## config.mk

```make
export PLATFORM = sky130hd
export DESIGN_NAME = game_ctrl
export DESIGN_NICKNAME = d
export VERILOG_FILES = /design/src/rtl/game_pkg.sv /design/src/rtl/game_ctrl_btn_sync.sv /design/src/rtl/game_ctrl.sv
export SDC_FILE = /design/constraint.sdc
export NUM_CORES = 1
export LEC_CHECK = 0
export ABC_AREA = 1
export CAP_MARGIN = 20
export CORE_MARGIN = 3
export CORE_UTILIZATION = 50
export DETAILED_ROUTE_END_ITERATION = 16
export GPL_TIMING_DRIVEN = 0
export PLACE_DENSITY = 0.74
export SYNTH_ARGS = -nofsm -noshare
export SYNTH_HDL_FRONTEND = slang
export SYNTH_HIERARCHICAL = 1
export SYNTH_SLANG_ARGS = --single-unit
```

## constraint.sdc

```tcl
create_clock -name clk -period 2 [get_ports clk]
set_clock_uncertainty 0.1 [all_clocks]
set_input_delay 0.2 -clock clk [delete_from_list [all_inputs] [get_ports clk]]
set_output_delay 0.2 -clock clk [all_outputs]
set_load 0.05 [all_outputs]
```

## src/rtl/game_pkg.sv

```systemverilog
// Shared definitions for the game-state controller slice.
package game_pkg;

   // Default width of the score and high-score counters.
   localparam int SCORE_W_DEF = 16;

   // Game state encodings; 2'b11 is unused and recovers to idle.
   typedef enum logic [1:0] {
      ST_IDLE = 2'b00,
      ST_RUN  = 2'b01,
      ST_OVER = 2'b10
   } state_t;

endpackage

```

## src/rtl/game_ctrl_btn_sync.sv

```systemverilog
// Two-flop synchroniser for asynchronous buttons with an OR-reduced level
// and a rising-edge detector. A button already held when reset releases
// is not reported as a press until it has been seen released.
module btn_sync #(
   parameter int WIDTH = 2
) (
   input  logic             clk,
   input  logic             reset,
   input  logic [WIDTH-1:0] btn,
   output logic             lvl,
   output logic             rise
);

   logic [WIDTH-1:0] sync_p0;
   logic [WIDTH-1:0] sync_p1;
   logic             vld_p0;
   logic             vld_p1;
   logic             lvl_q;
   logic             armed;

   assign lvl  = |sync_p1;
   assign rise = lvl & ~lvl_q & armed;

   // Synchroniser stages, fill-valid tracking, edge history and arming.
   always_ff @(posedge clk or negedge reset) begin
      if (!reset) begin
         sync_p0 <= '0;
         sync_p1 <= '0;
         vld_p0  <= 1'b0;
         vld_p1  <= 1'b0;
         lvl_q   <= 1'b0;
         armed   <= 1'b0;
      end else begin
         // stage p0: first metastability flop
         sync_p0 <= btn;
         vld_p0  <= 1'b1;
         // stage p1: settled copy, trustworthy once vld_p1 is set
         sync_p1 <= sync_p0;
         vld_p1  <= vld_p0;
         lvl_q   <= lvl;
         // arm only after a genuine released level has come through
         armed   <= armed | (vld_p1 & ~lvl);
      end
   end

endmodule

```

## src/rtl/game_ctrl.sv

```systemverilog
// Central game-state controller: collision latch, score counter,
// high-score tracking and restart hold-off in one clocked FSM.
module game_ctrl
   import game_pkg::*;
#(
   parameter int SCORE_W        = SCORE_W_DEF,
   parameter int HOLDOFF_FRAMES = 60,
   parameter int HOLDOFF_W      = 6
) (
   input  logic               clk,
   input  logic               reset,
   input  logic               video_on,
   input  logic               goose,
   input  logic               bean,
   input  logic               frame_tick,
   input  logic               score_tick,
   input  logic [1:0]         btn,
   output logic [1:0]         state,
   output logic               hit,
   output logic [SCORE_W-1:0] score,
   output logic [SCORE_W-1:0] score_hi,
   output logic               new_hi
);

   localparam logic [HOLDOFF_W-1:0] HOLD_MAX = HOLDOFF_W'(HOLDOFF_FRAMES);

   state_t               state_q;
   logic                 hit_q;
   logic                 new_hi_q;
   logic [SCORE_W-1:0]   score_q;
   logic [SCORE_W-1:0]   score_hi_q;
   logic [HOLDOFF_W-1:0] hold_cnt;

   logic press_lvl;
   logic press_edge;
   logic coll;

   // Increment that sticks at all-ones instead of wrapping.
   function automatic logic [SCORE_W-1:0] sat_inc(input logic [SCORE_W-1:0] v);
      if (&v)
         return v;
      else
         return v + 1'b1;
   endfunction

   btn_sync #(
      .WIDTH (2)
   ) u_btn_sync (
      .clk   (clk),
      .reset (reset),
      .btn   (btn),
      .lvl   (press_lvl),
      .rise  (press_edge)
   );

   assign coll = video_on & goose & bean;

   // Game FSM with all outputs held in registers.
   always_ff @(posedge clk or negedge reset) begin
      if (!reset) begin
         state_q    <= ST_IDLE;
         hit_q      <= 1'b0;
         new_hi_q   <= 1'b0;
         score_q    <= '0;
         score_hi_q <= '0;
         hold_cnt   <= '0;
      end else begin
         case (state_q)
            ST_IDLE: begin
               if (press_edge) begin
                  state_q  <= ST_RUN;
                  score_q  <= '0;
                  new_hi_q <= 1'b0;
               end
            end
            ST_RUN: begin
               // collision takes priority over a coincident score tick
               if (coll) begin
                  state_q  <= ST_OVER;
                  hit_q    <= 1'b1;
                  hold_cnt <= '0;
                  if (score_q > score_hi_q) begin
                     score_hi_q <= score_q;
                     new_hi_q   <= 1'b1;
                  end
               end else if (score_tick) begin
                  score_q <= sat_inc(score_q);
               end
            end
            ST_OVER: begin
               // a press only counts once the full hold-off has elapsed
               if (press_edge && (hold_cnt == HOLD_MAX)) begin
                  state_q  <= ST_RUN;
                  score_q  <= '0;
                  new_hi_q <= 1'b0;
                  hit_q    <= 1'b0;
               end else if (frame_tick && (hold_cnt != HOLD_MAX)) begin
                  hold_cnt <= hold_cnt + 1'b1;
               end
            end
            default: begin
               state_q <= ST_IDLE;
               hit_q   <= 1'b0;
            end
         endcase
      end
   end

   assign state    = state_q;
   assign hit      = hit_q;
   assign score    = score_q;
   assign score_hi = score_hi_q;
   assign new_hi   = new_hi_q;

endmodule

```

# --- Word level (Yosys, flattened, before mapping) ---
# Index checks and enable logic that the tools add are counted.
op_classes:
  n_addsub: 2
  multipliers: 0
  div_mod_pow: 0
  n_lt_le_gt_ge: 1
  eq_ne: 13
  shift: 0
  mux: 21
  bitwise: 9
  reduce_logical: 13
op_table:
  columns: ["operator", "n"]
  rows:
  - ["two-way mux 16 bit", 5]
  - ["case mux 16 bit (3 select lines)", 1]
  - ["two-way mux 6 bit", 3]
  - ["!= test 2 bit, second input constant", 9]
  - ["adder 16 x 1 -> 16 bit, second input constant", 1]
  - ["> comparator 16 bit", 1]
  - ["AND reduction 16 bit", 1]
  - ["case mux 6 bit (2 select lines)", 1]
  - ["AND reduction 3 bit", 3]
  - ["adder 6 x 1 -> 6 bit, second input constant", 1]
  - ["equality test 6 bit, second input constant", 1]
  - ["two-way mux 2 bit", 3]
  - ["!= test 6 bit, second input constant", 1]
  - ["case mux 1 bit (3 select lines)", 2]
  - ["case mux 2 bit (3 select lines)", 1]
  - ["AND reduction 6 bit", 1]
  - ["AND 1 bit", 5]
  - ["two-way mux 1 bit", 5]
  - ["AND reduction 5 bit", 1]
  - ["AND reduction 4 bit", 1]
  - ["NOT 1 bit", 3]
  - ["nonzero test 3 bit", 1]
  - ["equality test 2 x 1 -> 1 bit, second input constant", 1]
  - ["equality test 2 bit, second input constant", 1]
  - ["5 further kinds", 6]
word_totals:
  ff_bits: 50
  latch_bits: 0
  ramBits: 0
  mem_bits_ro: 0
  output_inout_bits: 36
  elab_cells: 71
  mem_count: 0

# --- Longest topological paths before layout ---
# Gate-level depths: netlist of the first run.
depth:
  word_depth: 6
  depth_mapped: 16
  depth_no_buf: 16

# --- By module ---
# The synthesis of the first run kept the hierarchy.
modules_own_cells:
  columns: ["module", "instances", "cells_each", "area_per_inst_um2"]
  rows:
  - ["game_ctrl", 1, 330, 2600.0]
  - ["btn_sync", 1, 17, 236.5]

# --- Worst setup path before layout of the first run ---
# Ideal clock, no wire load.
synth_timing:
  path_kind: "register to register"
  start: "register score_q[1] (netlist: score[1])"
  end: "register score_q[11] (netlist: score[11])"
  arrival_ps: 1977
  t_required_ps: 1780
  path_slack_ps: -197
  stages_incl_launch_ff: 11
  synth_period_minus_slack_ps: 2197
  path_cell_list: "dfrtp_1 > ha_1 > nand2_1 > nor3_4 > nand2_2 > o21bai_2 > a21oi_2 > buf_6 > buf_12 > nand2_2 > nand2_1"
synth_via:
  elab_chain_len: 5
  word_cells_on_any_way: 8
synth_rtl:
  columns: ["element", "line", "text"]
  rows:
  - ["start, declared", "game_ctrl.sv:30", "logic [SCORE_W-1:0] score_q;"]
  - ["start signal, assigned", "game_ctrl.sv:87", "score_q <= sat_inc(score_q);"]
  - ["adder 16 x 1 -> 16 bit", "game_ctrl.sv:43", "return v + 1'b1;"]
  - ["two-way mux 16 bit", "game_ctrl.sv:40", "if (&v)"]
  - ["two-way mux 16 bit", "game_ctrl.sv:86", "end else if (score_tick) begin"]
  - ["two-way mux 16 bit", "game_ctrl.sv:78", "if (coll) begin"]
  - ["case mux 16 bit (3 select lines)", "game_ctrl.sv:68", "case (state_q)"]
# Several ways; a longest one is shown, not always the timed one. The select of a mux whose other input is x is not followed.
# A chain may end at the register's enable or synchronous reset.

# --- Final worst setup path of the first run ---
layout_timing:
  start: "register score_q[0] (netlist: score[0])"
  end: "register score_hi_q[9] (netlist: score_hi[9])"
layout_via:
  elab_chain_len: 2
layout_rtl:
  columns: ["element", "line", "text"]
  rows:
  - ["> comparator 16 bit", "game_ctrl.sv:82", "if (score_q > score_hi_q) begin"]
  - ["AND reduction 3 bit (no line)", null, null]
  - ["end signal, assigned", "game_ctrl.sv:83", "score_hi_q <= score_q;"]
  - ["end, declared", "game_ctrl.sv:31", "logic [SCORE_W-1:0] score_hi_q;"]
# No other way between the ends.

==> flow_summary.yaml, run 1 <==
synthesis:
  synth_area_mm2: 0.00284
  yosysSeqAreaShare_pct: 44.1
  synthesis.nets: 375
  ys_ff_latch: 50
  yosysUniqueCellTypes: 35
  avgSynthCellArea_um2: 8.17
  yosysWarnings: 6
  syn_inst: 347
sta:
  slew_viol_final: 0
  slew_headroom_pct: 66.4
  setup_viol: 0
  rsz0062_at_grt: "true"
  post-route-min-period_ns: 1.99
  max_freq_mhz: 503
  worst_slew_pin_slew_ns: 0.503
  hold_viol_final: 0
  setup_tns_ns: 0
  holdWs_ns: 0.228
  post-route-period-util_pct: 99.4
clock_tree:
  htreeDepth: 2
  cts_tree: "yes"
  insertion_delay_ns: 0.30
  clkSinkCount: 50
  cts_buffers: 5
  ctsRootBufferMaster: "clkbuf_8"
  clkTransAtPathRegs_ns: 0.09
  clock_path_buffers: 2
drt:
  routed_wirelength_um: 7110
  routedWlPerCell_um: 14.0
  dr.first_iter.drc_count: 168
  via_per_inst: 5.17
  drcViolationCount: 0
  dr.pass1.iters: 5
  vias: 2619
  postRouteAntennaNets: 0
global_routing:
  grt_pass1_wl_um: 10700
  track_usage_pct: 20.9
  grt_max_degree: 34
  antenna_found_initial: 0
  overflow: 0
  grt_pass1_vias: 2317
critical_path:
  path_max_fanout: 5
  worstSetupPathType: "register to register"
  cp-end-kind: "register"
  crit_path_frequent_cell: "nand2_1"
  slowest_stage: "dfrtp_2"
  crit_buf_inv: 3
  worstPathCellList: "inv_2, ha_1, inv_1, nand2_1, nand2_1, nand2_1, nand2_1, nand2_1, nand2_1, nand2_1, nand2_1, nand2_2, nor2_4, buf_4, nand2_1, o21ai_0"
  worstPathArrival_ns: 2.11
  crit_family: "simple AND/OR/NAND/NOR gates"
  cp-start-kind: "register"
  max_stage_delay_ns: 0.41
  worst-endpoint-required_ns: 2.12
  r2r_setup_slack_ns: 0.01
placement:
  dp_cells: 462
  dp_hpwl_um: 4700
  gp_congestion: 0.904
  dpl_cell_area_mm2: 0.00342
  io_buffers: 44
outcome:
  status: "complete, no violations"
cells_and_area:
  mostFrequentLayoutCell: "nand2_1"
  final_layout_size_suffix_gt1_share_pct: 29.3
  final_cell_mix: "89 x nand2_1, 40 x clkdlybuf4s50_1, 36 x buf_4, 35 x inv_1, 32 x dfrtp_2"
  fillers: 383
  final_area_mm2: 0.00395
  seqCellArea_mm2: 0.00129
  antenna_cells: 0
  stdcell_count: 507
  multi_input_area_mm2: 0.00148
  area_growth_pct: 39.3
  fin_nets: 464
die:
  pin_count: 45
  start_util_pct: 53.5
  core-area_mm2: 0.00530
  dieArea_mm2: 0.00661
  die_x_um: 81.3
  rows: 26
  die_h_um: 81.3
worst_hold_path:
  hold_path.class: "primary input to register"
job:
  cap_violations: 0
power_and_ir_drop:
  p_leak_nw: 1.90
  power_density_mw_per_mm2: 764
  ir_worst_vdd_uv: 771
-- cells in the mapped netlist, drive strengths merged --
cell	n	share of area (%)
and3	1	0.22
buf	5	1.7
or2	1	0.31
conb	1	0.13
xnor2	3	0.93
o21bai	1	0.40
o21ai	26	5.1
nand4	3	0.66
xor2	11	3.4
nor2	35	5.2
nand3	17	3.2
nor3	8	1.8
nor4	2	0.44
dfrtp	50	44
ha	19	8.4
a31oi	1	0.22
a21oi	10	1.9
clkbuf	2	0.26
inv	41	5.4
nor3b	1	0.26
nand2	106	15
a21o	1	0.26
o31ai	2	0.53
-- layer usage --
layer,global-route usage [%],up-vias,routed length (µm)
met1,30.2,1247,3160
met2,33.1,82,3370
met4,5.07,0,93
met5,0,-,0
li1,-,1278,-
met3,3.10,12,481
-- power by group --
group | switching (mW) | leakage, nW | internal (mW)
clock | 0.339 | 0.0579 | 0.369
combinational | 0.664 | 1.27 | 0.419
sequential | 0.112 | 0.568 | 1.11
-- final timing paths --
| kind | depth (start not counted) | endpoint | start |
|---|---|---|---|
| max reg2reg | 16 | score_hi[9]$_DFFE_PN0P_ | score[0]$_DFFE_PN0P_ |
| min in group asynchronous | 2 | score_hi[10]$_DFFE_PN0P_ | reset |
| max | 16 | score_hi[9]$_DFFE_PN0P_ | score[0]$_DFFE_PN0P_ |
| min | 1 | u_btn_sync/sync_p0[0]$_DFF_PN0_ | btn[0] |
| min reg2reg | 0 | u_btn_sync/vld_p1$_DFF_PN0_ | u_btn_sync/vld_p0$_DFF_PN0_ |
| max in group asynchronous | 3 | score_hi[1]$_DFFE_PN0P_ | reset |
-- sequential cells by signal, indices dropped and copies added, names as in the netlist --
register / cells
score: 16
u_btn_sync/sync_p1: 2
state: 2
score_hi: 16
hold_cnt: 6
new_hi: 1
u_btn_sync/vld_p1: 1
u_btn_sync/vld_p0: 1
u_btn_sync/armed: 1
u_btn_sync/sync_p0: 2
u_btn_sync/lvl_q: 1
hit: 1
-- per-stage QoR --
step	utilization (%)	setup WS, ns	total power [mW]
after detailed placement	64.5	-0.116	2.20
after CTS	69.1	0.000534	2.89
final	74.5	0.0124	3.02
after floorplan	-	0.0101	1.91
after global routing	74.5	-0.107	3.17
after global placement	64.2	-0.949	2.17
-- cell type report --
cell class / instances / area share (%)
plain buffers: 7 / 2.03
clock buffers: 5 / 1.74
clock inverters: 3 / 1.01
inverters: 41 / 3.90
multi-input cells: 249 / 37.5
flip-flops and latches: 50 / 32.7
well taps: 70 / 2.22
repair buffers: 82 / 18.9
-- kinds of logic (layout without fill, tap and decap cells) --
| group | Yosys count | in the layout | share of synthesized area (%) |
|---|---|---|---|
| XOR/XNOR | 14 | 14 | 4.32 |
| adder cells (fa/ha/maj) | 19 | 19 | 8.38 |
| buffers and inverters | 48 | 138 | 7.41 |
| AND/OR/NAND/NOR | 174 | 174 | 27.2 |
| other | 1 | 1 | 0.132 |
| flip-flops | 50 | 50 | 44.1 |
| AO/OA/AOI/OAI | 41 | 41 | 8.43 |
-- timing repair --
item / 4_1_cts / 5_1_grt
pin swaps: 1 / 7
gates resized for setup: 8 / 33
hold buffers: 1 / 0
gates cloned: 0 / 1
setup buffers: 12 / 23
setup endpoints to repair: 25 / 29
endpoints found under the hold margin: 17 / 0
Note: power is estimated with default switching activity, not from simulation.
==> run 2: changes to the inputs <==
==> constraint.sdc (replaced) <==
create_clock -name clk -period 2 [get_ports clk]
set_clock_uncertainty 0.1 [all_clocks]
set_input_delay 0.2 -clock clk [delete_from_list [all_inputs] [get_ports clk]]
set_output_delay 0.2 -clock clk [all_outputs]
set_load 0.02 [all_outputs]
==> run 2 against run 1 <==
  * The flow now finishes with violations (negative setup slack)
  * Core utilization up 4.5 points
  * Die area unchanged
  * Via count up 2.1%
  * Routed wire length up 14%
  * Total power up 2.1%
  * Worst setup slack worse by 0.14 ns
  * Sequential power about the same
  * Critical path depth down 5
  * Largest power group unchanged
  * Highest routed layer unchanged
==> flow_summary.yaml, run 2 (synthesis gave the netlist of run 1 again) <==
outcome:
  status: "finished, violations left"
  failed_checks: "negative setup slack"
global_routing:
  track_usage_pct: 21.2
  grt_pass1_wl_um: 10900
  grt_pass1_vias: 2318
  antenna_found_initial: 0
  overflow: 0
  grt_max_degree: 36
critical_path:
  slowest_stage: "dfrtp_2"
  rr_worst_depth: 11
  r2r_setup_slack_ns: -0.13
  timing.rr.end: "score_hi[1]$_DFFE_PN0P_"
  cp-end-kind: "register"
  r2r-start: "score[10]$_DFFE_PN0P_"
  max_stage_delay_ns: 0.46
  cp-start-kind: "register"
  path_max_fanout: 6
  worstSetupPathType: "register to register"
  worst-endpoint-required_ns: 2.14
  worstPathArrival_ns: 2.27
  worstPathCellList: "ha_4, nand4_1, nor3_4, nand2_1, nand2_1, nand2_2, nor2_4, buf_12, clkbuf_16, nand2_2, o21ai_1"
power_and_ir_drop:
  ir_worst_vdd_uv: 606
  seqPwrFrac_pct: 39.7
  total_power_mw: 3.08
  combinationalPowerShare_pct: 35.7
  p_switching_mw: 1.09
  pwr-share-clk_pct: 24.7
  intPower_mw: 1.99
  p_leak_nw: 2.01
  power_density_mw_per_mm2: 736
  swShare_pct: 35.3
sta:
  slew_viol_final: 0
  fin_ws_ns: -0.131
  post-route-min-period_ns: 2.13
  setup_viol: 16
  hold_viol_final: 0
  post-route-period-util_pct: 107
  rsz0062_at_grt: "true"
  setup_tns_ns: -1.49
  max_freq_mhz: 469
cells_and_area:
  post-route-util_pct: 79.0
  fin_nets: 470
  final_cell_mix: "78 x nand2_1, 43 x clkdlybuf4s50_1, 36 x buf_4, 34 x dfrtp_1, 31 x inv_1"
  mostFrequentLayoutCell: "nand2_1"
  antenna_cells: 0
  fillers: 329
  final_layout_size_suffix_gt1_share_pct: 32.5
  area_growth_pct: 47.6
clock_tree:
  insertion_delay_ns: 0.32
  cts_tree: "yes"
  cts_buffers: 5
  ctsRootBufferMaster: "clkbuf_8"
  clkSinkCount: 50
  htreeDepth: 2
  clock_path_buffers: 2
  clkTransAtPathRegs_ns: 0.10
worst_hold_path:
  holdPathEnd: "u_btn_sync/sync_p0[1]$_DFF_PN0_"
  min_from: "btn[1]"
  hold_path.class: "primary input to register"
  hold_depth: 1
die:
  die_h_um: 81.3
  start_util_pct: 53.5
  dieArea_mm2: 0.00661
  core-area_mm2: 0.00530
  rows: 26
  die_x_um: 81.3
  pin_count: 45
drt:
  postRouteAntennaNets: 0
  dr.pass1.iters: 4
  drcViolationCount: 0
  dr.first_iter.drc_count: 155
  routed_wirelength_um: 8080
  routedWlPerCell_um: 15.7
  vias: 2674
  via_per_inst: 5.21
job:
  cap_violations: 0
placement:
  place_ws_ns: -0.356
  io_buffers: 44
  dp_hpwl_um: 4590
  gp_congestion: 0.850
-- run 2: changes by cell type in the layout (fill, tap and decap cells not counted), sizes merged --
cell / change
clkinv: -1
buf: +3
inv: +1
dlymetal6s2s: -3
clkbuf: +3
clkdlybuf4s50: +3
-- run 2: routing by layer --
layer,track usage (%),share of wire [%],vias to the layer above
met5,0,0,-
met4,6.08,3.0,0
met3,3.99,5.0,23
met2,33.1,50,98
met1,30.0,42,1255
li1,-,-,1298
-- run 2: how the worst max path moves through the flow --
stage / from / endpoint / slack [ns] / cells past startpoint
floorplan: score[15]$_DFFE_PN0P_ / score_hi[10]$_DFFE_PN0P_ / 0.05 / 9
global placement: reset / score_hi[3]$_DFFE_PN0P_ / -0.89 / 1
detailed placement: score[9]$_DFFE_PN0P_ / score_hi[8]$_DFFE_PN0P_ / -0.36 / 9
CTS: score[12]$_DFFE_PN0P_ / score_hi[8]$_DFFE_PN0P_ / -0.003 / 10
global route: score[10]$_DFFE_PN0P_ / score_hi[3]$_DFFE_PN0P_ / -0.25 / 11
finish: score[10]$_DFFE_PN0P_ / score_hi[1]$_DFFE_PN0P_ / -0.13 / 11
-- run 2: cell type report --
cell class	instances	area, µm²	area share [%]
clock inverters	3	47.5	1.14
flip-flops and latches	50	1270	30.4
inverters	41	154	3.67
plain buffers	7	101	2.42
clock buffers	5	68.8	1.64
repair buffers	88	847	20.2
well taps	70	87.6	2.09
multi-input cells	249	1610	38.5
-- run 2: metrics by stage --
stage,hold WS [ns],cell area (µm²),cells
after detailed placement,0.0482,3380,462
after floorplan,-0.196,2840,347
after global placement,0.234,3360,461
after CTS,0.221,3570,473
final,0.219,4190,513
after global routing,0.215,4190,513
-- run 2: repair_timing --
action	in CTS	in global routing
gates cloned	0	4
setup buffers	2	36
hold endpoints to repair	15	0
gates resized for setup	21	74
setup endpoints to repair	26	34
hold buffers	1	0
pin swaps	1	7
-- run 2: worst max-delay path, delay by kind of cell, from the launching register on --
| family | cells | cell delay [ns] |
|---|---|---|
| AND/OR/NAND/NOR | 7 | 0.83 |
| flip-flops | 1 | 0.46 |
| buffers and inverters | 2 | 0.31 |
| adder cells (fa/ha/maj) | 1 | 0.28 |
| AO/OA/AOI/OAI | 1 | 0.08 |
-- run 2: power groups by stage --
stage	clock (mW)	combinational, mW	sequential (mW)
4_1_cts	0.766	0.836	1.22
5_1_grt	0.808	1.20	1.24
2_1_floorplan	0	0.491	1.28
3_3_place_gp	0	0.810	1.24
3_5_place_dp	0	0.820	1.24
6_report	0.761	1.10	1.22
==> run 3: changes to the inputs <==
--- a/config.mk
+++ b/config.mk
@@ -12,6 +12,7 @@
 export DETAILED_ROUTE_END_ITERATION = 16
 export GPL_TIMING_DRIVEN = 0
 export PLACE_DENSITY = 0.74
+export SETUP_SLACK_MARGIN = 0.02
 export SYNTH_ARGS = -nofsm -noshare
 export SYNTH_HDL_FRONTEND = slang
 export SYNTH_HIERARCHICAL = 1
==> run 3 against run 2 <==
  * The run still ends with negative setup slack left
  * Die area stayed put
  * Via count is 0.26% lower
  * Largest power group unchanged
  * Worst hold slack worse by 0.00057 ns
  * Critical path depth is 3 higher
==> flow_summary.yaml, run 3 (synthesis gave the netlist of run 1 again) <==
power_and_ir_drop:
  ir_worst_vdd_uv: 614
  power_density_mw_per_mm2: 738
  p_leak_nw: 1.91
die:
  rows: 26
  start_util_pct: 53.5
  core-area_mm2: 0.00530
  die_h_um: 81.3
  dieArea_mm2: 0.00661
  die_x_um: 81.3
  pin_count: 45
critical_path:
  worstSetupPathType: "register to register"
  path_max_fanout: 5
  cp-endpoint: "score_hi[12]$_DFFE_PN0P_"
  cp-start-kind: "register"
  worst-endpoint-required_ns: 2.11
  r2r-start: "score[5]$_DFFE_PN0P_"
  cp-end-kind: "register"
  startpoint: "score[5]$_DFFE_PN0P_"
  worstPathArrival_ns: 2.24
  rr_worst_depth: 14
  r2r_setup_slack_ns: -0.13
  timing.rr.end: "score_hi[12]$_DFFE_PN0P_"
drt:
  highest_layer: "met4"
  postRouteAntennaNets: 0
  drcViolationCount: 0
  vias: 2667
  via_per_inst: 5.24
  met1_length_um: 3350
  routedWlPerCell_um: 15.5
  dr.pass1.iters: 4
  wl_met2_um: 3840
  dr.first_iter.drc_count: 144
  routed_wirelength_um: 7890
  dr_wl_met3_um: 529
sta:
  setup_tns_ns: -1.26
  rsz0062_at_grt: "true"
  fin_ws_ns: -0.134
  post-route-period-util_pct: 107
  setup_viol: 21
  max_freq_mhz: 469
  post-route-min-period_ns: 2.13
  hold_viol_final: 0
  slew_viol_final: 0
clock_tree:
  clkTransAtPathRegs_ns: 0.10
  clock_path_buffers: 2
  insertion_delay_ns: 0.32
  ctsRootBufferMaster: "clkbuf_8"
  cts_buffers: 5
  clkSinkCount: 50
  cts_tree: "yes"
  htreeDepth: 2
cells_and_area:
  final_layout_size_suffix_gt1_share_pct: 30.8
  final_cell_mix: "86 x nand2_1, 43 x clkdlybuf4s50_1, 34 x dfrtp_1, 29 x inv_1"
  fin_nets: 466
  antenna_cells: 0
  final_area_mm2: 0.00414
  mostFrequentLayoutCell: "nand2_1"
  area_growth_pct: 45.8
  post-route-util_pct: 78.0
  stdcell_count: 509
global_routing:
  antenna_found_initial: 0
  grt_pass1_vias: 2451
  grt_pass1_wl_um: 11600
  overflow: 0
  grt_max_degree: 36
  track_usage_pct: 22.7
job:
  cap_violations: 0
placement:
  dpl_cell_area_mm2: 0.00338
  io_buffers: 44
  place_ws_ns: -0.356
  dp_hpwl_um: 4590
  dp_cells: 462
  gp_congestion: 0.850
outcome:
  failed_checks: "negative setup slack"
  status: "finished, violations left"
worst_hold_path:
  hold_depth: 1
  hold_path.class: "primary input to register"
## run 3: cell count changes in the layout (fill, tap and decap cells not counted), moves of 2 or more
cell,before,now
buf_4,36,27
nand2_1,78,86
buf_6,3,8
nand2_2,22,17
buf_8,1,4
nand2_4,6,3
a21oi_4,0,2
clkbuf_16,3,1
inv_1,31,29
inv_2,10,12
## run 3: critical path: stages (launching register included)
cell     delay [ns]
dfrtp_2        0.43
buf_6          0.12
ha_4           0.28
nand2_1        0.07
nor2_2         0.12
nand2_1        0.06
nand2_1        0.06
nand2_1        0.06
nand2_1        0.10
nand2_2        0.07
nor2_4         0.14
buf_6          0.13
buf_6          0.10
buf_6          0.11
o21ai_0        0.07
## run 3: cell type report
type                    count  area, µm²
plain buffers               7       91.3
clock buffers               5       68.8
clock inverters             3       47.5
fillers                   331       1170
inverters                  41        154
multi-input cells         249       1590
flip-flops and latches     50       1270
well taps                  70       87.6
repair buffers             84        821
## run 3: worst min path at each step
stage | startpoint | end | slack (ns)
after CTS | btn[1] | u_btn_sync/sync_p0[1]$_DFF_PN0_ | 0.22
after global routing | btn[1] | u_btn_sync/sync_p0[1]$_DFF_PN0_ | 0.21
after global placement | u_btn_sync/vld_p0$_DFF_PN0_ | u_btn_sync/vld_p1$_DFF_PN0_ | 0.23
after detailed placement | reset | score_hi[13]$_DFFE_PN0P_ | 0.05
final | btn[1] | u_btn_sync/sync_p0[1]$_DFF_PN0_ | 0.22
after floorplan | reset | hit$_DFFE_PN0P_ | -0.20
## run 3: metrics by stage
| stage | power [mW] | hold WS [ns] |
|---|---|---|
| after floorplan | 1.78 | -0.196 |
| after global placement | 2.05 | 0.234 |
| after detailed placement | 2.06 | 0.0482 |
| after CTS | 2.88 | 0.221 |
| after global routing | 3.23 | 0.214 |
| final | 3.05 | 0.219 |
## run 3: layer usage
layer,vias to the layer above,GRT usage (%)
li1,1283,-
met1,1269,31.5
met2,97,36.6
met3,18,3.66
met4,0,6.93
met5,-,0
## run 3: timing repair
action,4_1_cts,5_1_grt
pin swaps,3,13
setup buffers,18,15
cloned,2,3
resized for setup,29,69
endpoints found under the hold margin,15,0
hold buffers,1,0
endpoints found under the setup margin,26,34
## run 3: where the power goes
group | switching (mW) | internal (mW)
combinational | 0.603 | 0.467
clock | 0.381 | 0.380
sequential | 0.111 | 1.11
total | 1.09 | 1.96
